File: src/rtl/servo_pkg.sv
// Constants and state encoding shared by the servo ramp and the downstream PWM stage.
// Position units match the PWM data word: 25 = minimum pulse, 125 = maximum pulse.
package servo_pkg;

    localparam logic [6:0] POS_MIN    = 7'd25;
    localparam logic [6:0] POS_MAX    = 7'd125;
    localparam logic [6:0] POS_CENTER = 7'd75;

    typedef enum logic [1:0] {
        IDLE = 2'd0,
        RAMP = 2'd1,
        HOLD = 2'd2
    } servo_state_e;

    // Saturate a raw 8-bit command into the legal pulse range.
    function automatic logic [6:0] clamp_pos(input logic [7:0] raw);
        logic [6:0] res;
        if (raw < {1'b0, POS_MIN}) begin
            res = POS_MIN;
        end else if (raw > {1'b0, POS_MAX}) begin
            res = POS_MAX;
        end else begin
            res = raw[6:0];
        end
        return res;
    endfunction

endpackage

File: src/rtl/servo_tick.sv
// Free-running divider producing a one-cycle tick once per servo PWM period.
// The count is independent of the ramp state so ticks stay aligned to the PWM frame.
module servo_tick #(
    parameter int TICK_CYCLES = 1_000_000
) (
    input  logic clk,
    input  logic rst_n,
    output logic tick
);

    localparam int            CW   = (TICK_CYCLES > 1) ? $clog2(TICK_CYCLES) : 1;
    localparam logic [CW-1:0] LAST = CW'(TICK_CYCLES - 1);

    logic [CW-1:0] cnt_r;
    logic          last_s;

    assign last_s = (cnt_r == LAST);
    assign tick   = last_s;

    // Period counter: wraps to zero on the tick cycle.
    always_ff @(posedge clk or negedge rst_n) begin
        if (!rst_n) begin
            cnt_r <= '0;
        end else if (last_s) begin
            cnt_r <= '0;
        end else begin
            cnt_r <= cnt_r + CW'(1);
        end
    end

endmodule

File: src/rtl/servo_ramp.sv
// Slew-limited servo position generator: latches a clamped target and walks pos_out
// toward it by STEP per PWM period, then holds the PWM enabled for HOLD_TICKS periods.
module servo_ramp
    import servo_pkg::*;
#(
    parameter int TICK_CYCLES = 1_000_000,
    parameter int STEP        = 1,
    parameter int HOLD_TICKS  = 50
) (
    input  logic        clk,
    input  logic        rst_n,
    input  logic        cmd_valid,
    output logic        cmd_ready,
    input  logic [7:0]  cmd_pos,
    output logic [15:0] pos_out,
    output logic        pwm_en,
    output logic        at_target
);

    localparam logic [6:0]  STEP_P       = 7'(STEP);
    localparam logic [8:0]  STEP_W       = 9'(STEP);
    localparam logic [31:0] HOLD_LAST    = 32'(HOLD_TICKS - 1);
    localparam logic        HOLD_FOREVER = (HOLD_TICKS == 0);

    servo_state_e       state_r, state_s;
    logic [6:0]         pos_r, pos_s;
    logic [6:0]         target_r, target_s;
    logic [31:0]        hold_r, hold_s;
    logic               pwm_en_r;
    logic               tick_s;
    logic               accept_s;
    logic [6:0]         clamp_s;
    logic signed [8:0]  diff_s;
    logic [8:0]         mag_s;

    servo_tick #(
        .TICK_CYCLES(TICK_CYCLES)
    ) u_tick (
        .clk  (clk),
        .rst_n(rst_n),
        .tick (tick_s)
    );

    assign cmd_ready = (state_r != RAMP);
    assign accept_s  = cmd_valid & cmd_ready;
    assign clamp_s   = clamp_pos(cmd_pos);
    assign at_target = (pos_r == target_r);
    assign pos_out   = {9'd0, pos_r};
    assign pwm_en    = pwm_en_r;

    // Signed distance to target; wide enough that 125-25 never wraps.
    assign diff_s = $signed({2'b00, target_r}) - $signed({2'b00, pos_r});
    assign mag_s  = diff_s[8] ? (9'd0 - diff_s) : diff_s;

    // Next-state logic; an accepted command takes priority over a coincident tick.
    always_comb begin
        state_s  = state_r;
        pos_s    = pos_r;
        target_s = target_r;
        hold_s   = hold_r;
        if (accept_s) begin
            target_s = clamp_s;
            hold_s   = 32'd0;
            if (clamp_s != pos_r) begin
                state_s = RAMP;
            end else begin
                state_s = HOLD;
            end
        end else begin
            case (state_r)
                IDLE: begin
                    state_s = IDLE;
                end
                RAMP: begin
                    if (!tick_s) begin
                        state_s = RAMP;
                    end else if (mag_s <= STEP_W) begin
                        pos_s   = target_r;
                        state_s = HOLD;
                        hold_s  = 32'd0;
                    end else if (diff_s[8]) begin
                        pos_s = pos_r - STEP_P;
                    end else begin
                        pos_s = pos_r + STEP_P;
                    end
                end
                HOLD: begin
                    if (!tick_s || HOLD_FOREVER) begin
                        hold_s = hold_r;
                    end else if (hold_r == HOLD_LAST) begin
                        state_s = IDLE;
                        hold_s  = 32'd0;
                    end else begin
                        hold_s = hold_r + 32'd1;
                    end
                end
                default: begin
                    state_s = IDLE;
                end
            endcase
        end
    end

    // State, position and enable registers.
    always_ff @(posedge clk or negedge rst_n) begin
        if (!rst_n) begin
            state_r  <= IDLE;
            pos_r    <= POS_CENTER;
            target_r <= POS_CENTER;
            hold_r   <= 32'd0;
            pwm_en_r <= 1'b0;
        end else begin
            state_r  <= state_s;
            pos_r    <= pos_s;
            target_r <= target_s;
            hold_r   <= hold_s;
            pwm_en_r <= (state_s != IDLE);
        end
    end

endmodule

File: config.mk
export PLATFORM = sky130hd
export DESIGN_NAME = servo_ramp
export DESIGN_NICKNAME = d
export VERILOG_FILES = /design/src/rtl/servo_pkg.sv /design/src/rtl/servo_tick.sv /design/src/rtl/servo_ramp.sv
export SDC_FILE = /design/constraint.sdc
export NUM_CORES = 1
export LEC_CHECK = 0
export CAP_MARGIN = 20
export CORE_MARGIN = 5
export CORE_UTILIZATION = 25
export DETAILED_ROUTE_END_ITERATION = 10
export GPL_TIMING_DRIVEN = 0
export HOLD_SLACK_MARGIN = 0.02
export PLACE_DENSITY = 0.44
export SLEW_MARGIN = 20
export SYNTH_ARGS = -nofsm -noshare
export SYNTH_HDL_FRONTEND = slang
export SYNTH_SLANG_ARGS = --single-unit
export TNS_END_PERCENT = 5
File: constraint.sdc
create_clock -name clk -period 3.35 [get_ports clk]
set_input_delay 0.67 -clock clk [delete_from_list [all_inputs] [get_ports clk]]
set_output_delay 0.67 -clock clk [all_outputs]
set_load 0.02 [all_outputs]
# After elaboration in Yosys (flattened, before gate mapping)
# Index checks and enable logic that the tools add are counted.
[classes]
reduce_logical = 4
add_sub_neg = 6
n_lt_le_gt_ge = 3
bitwise = 2
mux = 19
n_eq_ne = 10
[op_table]
columns = ["op", "n"]
rows = [
  ["32-bit two-way mux", 5],
  ["32-bit one-hot mux with 2 select lines", 1],
  ["32-bit by 1-bit adder with 32-bit output, second input constant", 1],
  ["32-bit by 6-bit equality test with 1-bit output, second input constant", 1],
  ["7-bit two-way mux", 4],
  ["20-bit by 1-bit adder with 20-bit output, second input constant", 1],
  ["20-bit equality test, second input constant", 1],
  ["20-bit two-way mux", 1],
  ["2-bit two-way mux", 6],
  ["9-bit by 1-bit <= comparator with 1-bit output, second input constant", 1],
  ["9-bit two-way mux", 1],
  ["3-bit != test, second input constant", 3],
  ["1-bit by 8-bit subtractor with 9-bit output, first input constant", 1],
  ["8-bit by 7-bit > comparator with 1-bit output, second input constant", 1],
  ["8-bit by 5-bit less-than comparator with 1-bit output, second input constant", 1],
  ["7-bit by 7-bit subtractor with 8-bit output", 1],
  ["7-bit by 1-bit adder with 7-bit output, second input constant", 1],
  ["7-bit equality test", 1],
  ["7-bit != test", 1],
  ["7-bit by 1-bit subtractor with 7-bit output, second input constant", 1],
  ["2-bit one-hot mux with 2 select lines", 1],
  ["4-bit AND reduction", 1],
  ["3-bit AND reduction", 1],
  ["3-bit nonzero test", 1],
  ["other kinds (6)", 6],
]
[word_totals]
out_inout_bits = 19
reg_bits = 69

# Depth between registers and ports, before layout
[logic_depth]
word_depth = 9
mapped_depth = 16
mapped_depth_nobuf = 15

# Cells and area by module
# From an unflattened synthesis, not the netlist that was laid out.
[unflattened]
hier_cells = 545
hier_area_um2 = 4893.4
[by_module_without_submodules]
columns = ["module", "area_per_inst_um2", "cells_each", "n_inst"]
rows = [
  ["servo_ramp", 3847.4, 448, 1],
  ["servo_tick", 1046.0, 97, 1],
]

# Worst setup path after synthesis
# OpenSTA, ideal clock, no wires.
[synth_timing]
kind = "register to register"
startpoint = "reg pos_r[0]"
endpoint = "reg hold_r[30]"
path_buffers = 1
t_arrival_ns = 3.186
setup_ns = 0.128
stages_incl_launch_ff = 11
t_required_ns = 3.222
period_less_slack_ns = 3.313
setup_slack_ns = 0.037
path_cell_list = "dfstp_2 ha_1 fa_1 ha_1 a211oi_1 o211ai_1 or4_1 a21oi_4 buf_6 o211ai_1 mux2_1"
[synth_via]
elab_chain_cells = 6
[synth_lines]
columns = ["element", "line", "text"]
rows = [
  ["start, declared", "servo_ramp.sv:26", "logic [6:0] pos_r, pos_s;"],
  ["start signal, assigned", "servo_ramp.sv:114", "pos_r <= pos_s;"],
  ["7-bit by 7-bit subtractor with 8-bit output *", "servo_ramp.sv:52", "assign diff_s = $signed({2'b00, target_r}) - $signed({2'b00, pos_r});"],
  ["1-bit by 8-bit subtractor with 9-bit output", "servo_ramp.sv:53", "assign mag_s = diff_s[8] ? (9'd0 - diff_s) : diff_s;"],
  ["9-bit two-way mux *", "servo_ramp.sv:53", ""],
  ["9-bit by 1-bit <= comparator with 1-bit output *", "servo_ramp.sv:77", "end else if (mag_s <= STEP_W) begin"],
  ["3-bit != test (no line) *", "n/a", ""],
  ["4-bit AND reduction (no line) *", "n/a", ""],
  ["end signal, assigned", "servo_ramp.sv:116", "hold_r <= hold_s;"],
  ["end, declared", "servo_ramp.sv:28", "logic [31:0] hold_r, hold_s;"],
]
# Every way passes the cells marked *; elsewhere a longest branch is shown, timed or not.
# A chain may end at the register's enable or synchronous reset.

# Final worst setup path
[layout_timing]
startpoint = "reg target_r[0]"
endpoint = "reg hold_r[31]"
[layout_via]
elab_chain_cells = 6
[layout_lines]
columns = ["element", "line", "text"]
rows = [
  ["start, declared", "servo_ramp.sv:27", "logic [6:0] target_r, target_s;"],
  ["start signal, assigned", "servo_ramp.sv:115", "target_r <= target_s;"],
  ["7-bit by 7-bit subtractor with 8-bit output *", "servo_ramp.sv:52", ""],
  ["1-bit by 8-bit subtractor with 9-bit output", "servo_ramp.sv:53", ""],
  ["9-bit two-way mux *", "servo_ramp.sv:53", ""],
  ["9-bit by 1-bit <= comparator with 1-bit output *", "servo_ramp.sv:77", ""],
  ["3-bit != test (no line) *", "n/a", ""],
  ["4-bit AND reduction (no line) *", "n/a", ""],
]
# Marks and branches as above.

==> flow_metrics.tcl <==
set metrics [dict create \
    num_rows 51 \
    route.detailed.drc 0 \
    synth-async-reset-ratio_pct 100 \
    ys_warn_count 0 \
    io_pins 30 \
    drtIter0Drc 277 \
    via_per_inst 5.00 \
    yosys-top-cells-area "dfrtp_1, ha_1, dfstp_2" \
    setup.worst_path.start_class "register" \
    h-tree-depth 3 \
    power_density_nw_per_um2 609 \
    fin_crit_sh_pct 102 \
    diodes 0 \
    clock_path_buffers 2 \
    status "finished with violations" \
    core_um2 19400 \
    rsz0062_at_grt "true" \
    yosysMostFrequentCell "dfrtp_1" \
    vdd_drop_max_v 0.000248 \
    synth_top_area_share_pct 31.1 \
    placed_cells 864 \
    grt_antenna_before_repair 0 \
    grt_max_degree 39 \
    cts_tree "done" \
    tightestPinTransition_ns 1.00 \
    avgRoutedWirePerCell_um 15.9 \
    crit_type "register to register" \
    synth.distinct_cells 74 \
    ys.flop_type "dfrtp_1" \
    numCtsBuffers 9 \
    die_area_um2 22500 \
    numPortBuffers 20 \
    slew_headroom_pct 31.5 \
    multi_input_area_um2 3080 \
    finClkSkew_ns 0.00983 \
    report.power.total_mw 3.78 \
    area.sequential_um2 1740 \
    clk_pin_slew_worst_paths_ns 0.06 \
    grt_pass1_wl_um 23600 \
    syn_area_um2 4910 \
    area_growth_pct 26.4 \
    firstDrtPassIters 5 \
    cts_root_buf "clkbuf_16" \
    grt_usage_pct 13.1 \
    final.setup.tns_ns -0.284 \
    wirelength_um 14400 \
    synth-seq-area-share_pct 35.4 \
    reg2reg_depth 12 \
    dp_slack_ns -0.397 \
    final_max_slew_viol_count 0 \
    dieHeight_um 150 \
    yosysTopAreaCell "dfrtp_1" \
    violations "setup timing" \
    min_path_type "input pin to async pin" \
    holdBufCountCts 0 \
    dpl_cell_area_um2 5490 \
    setup_viol_count_final 8 \
    routabilityCongestion 0.853 \
    crit_required_ns 3.58 \
    finalWorstSetupSlack_ns -0.0541 \
    clock_latency_ns 0.34 \
    crit_arrival_ns 3.64 \
    cp-end-kind "register" \
    avgSynthCellArea_um2 8.61 \
    drive_gt1_share_pct 18.3 \
    fillCellCount 2099 \
    crit_start "target_r[0]" \
    p_leak_nw 2.49 \
    start_util_pct 25.3 \
    synth_common_cells "dfrtp_1, nor2_1, inv_1" \
    r2r_start "target_r[0]" \
    ys_ff_latch 69 \
    fmax_ghz 0.294 \
    synth_edf_count 0 \
    cap_violations 0 \
    cp_max_fo 8 \
    instances_no_fill 904 \
    fin_crit_ns 3.40 \
    num_vias 4523 \
    clock_sinks 69 \
    fp.dieW_um 150 \
    netlist_instances 570 \
    nets 666 \
    ant_nets 0 \
    final_area_um2 6200 \
    grt_pass1_vias 4458 \
    hold_viol_final 0 \
    gr-total-overflow 0 \
    dpl.hpwl_um 10400 \
]
## where the power goes
part	internal [mW]	leakage [nW]	switching [mW]	total (mW)
Clock	0.579	0.146	0.397	0.975
Sequential	0.914	0.904	0.0640	0.978
Combinational	0.718	1.44	1.11	1.82
## per-layer routing
layer	share of wire [%]	wire, µm	up-vias	track usage (%)
met4	1.6	231	0	3.80
met3	5.4	772	23	3.45
met1	47	6720	2182	18.1
met2	46	6670	123	20.3
met5	0	0	-	0
li1	-	-	2195	-
## flip-flops by register name, summed over array words and instances (netlist names)
register      flops
hold_r           32
u_tick.cnt_r     20
pos_r             7
target_r          7
state_r           2
pwm_en            1
## metrics by stage
stage | hold WS, ns | utilization (%)
3_3_place_gp | 0.467 | 28.2
3_5_place_dp | 0.475 | 28.3
4_1_cts | 0.317 | 30.8
2_1_floorplan | 0.374 | -
6_report | 0.305 | 32.0
5_1_grt | 0.342 | 32.0
## area by class of cell
type	instances	share of cell area, %
clock inverter	7	1.19
multi-input combinational	432	49.6
clock buffer	9	3.63
timing repair buffer	45	6.42
sequential	69	28.1
inverter	42	2.54
buffer	35	3.21
tap	265	5.35
## cells in the final DEF, fill, tap and decap left out, drive strengths merged, types with 6 or more instances in the layout
| cell | netlist | layout |
|---|---|---|
| o21ai | 38 | 38 |
| mux2i | 8 | 8 |
| a221oi | 8 | 8 |
| o2bb2ai | 6 | 6 |
| mux2 | 6 | 6 |
| buf | 17 | 43 |
| or3 | 7 | 7 |
| nand2b | 7 | 7 |
| conb | 1 | 9 |
| clkdlybuf4s50 | 0 | 19 |
| o22ai | 7 | 7 |
| a211oi | 9 | 9 |
| nor3 | 13 | 13 |
| nor2b | 6 | 6 |
| a21oi | 31 | 31 |
| ha | 19 | 19 |
| nand4 | 10 | 10 |
| nor4 | 11 | 11 |
| dfstp | 8 | 8 |
| clkbuf | 18 | 27 |
| dfrtp | 61 | 61 |
| o31ai | 8 | 8 |
| xnor2 | 18 | 18 |
| inv | 42 | 43 |
| a2111oi | 8 | 8 |
| xor2 | 10 | 10 |
| o211ai | 7 | 7 |
| nand2 | 41 | 41 |
| nand3 | 26 | 26 |
| and3 | 10 | 10 |
| nor2 | 51 | 51 |
| a21o | 9 | 9 |
## worst paths after layout
kind	endpoint	slack, ns
hold reg to reg	u_tick.cnt_r[4]	0.48
setup / recovery	hold_r[31]	-0.05
hold / removal	u_tick.cnt_r[13]	0.30
min in group clk	u_tick.cnt_r[4]	0.48
setup reg to reg	hold_r[31]	-0.05
max in group asynchronous	target_r[6]	2.41
## kinds of logic (layout without fill, tap and decap cells)
group                    count (synthesis)  after routing  share of synthesized area (%)
multiplexers                            14             14                           3.01
AND/OR/NAND/NOR                        197            197                           20.3
XOR/XNOR                                28             28                           5.15
flip-flops                              69             69                           35.4
adder cells (fa/ha/maj)                 21             21                           5.66
AO/OA/AOI/OAI                          163            163                           23.5
other                                    1              9                         0.0764
buffers and inverters                   77            138                           6.91
## worst max-delay path, stage by stage, from the launching register on
cell      delay [ns]
dfstp_2         0.53
inv_2           0.05
ha_4            0.16
fa_2            0.38
nand2b_4        0.16
a2111o_1        0.42
o311ai_2        0.10
nand2_1         0.12
or4_4           0.57
a21oi_4         0.26
buf_6           0.17
o211ai_1        0.09
mux2_4          0.29
## timing repair
action                                  in CTS  in global routing
pin swaps                                    6                 20
resized for setup                           21                 36
setup buffers                               11                 13
endpoints found under the setup margin      41                 41
(Power assumes the default switching activity.)
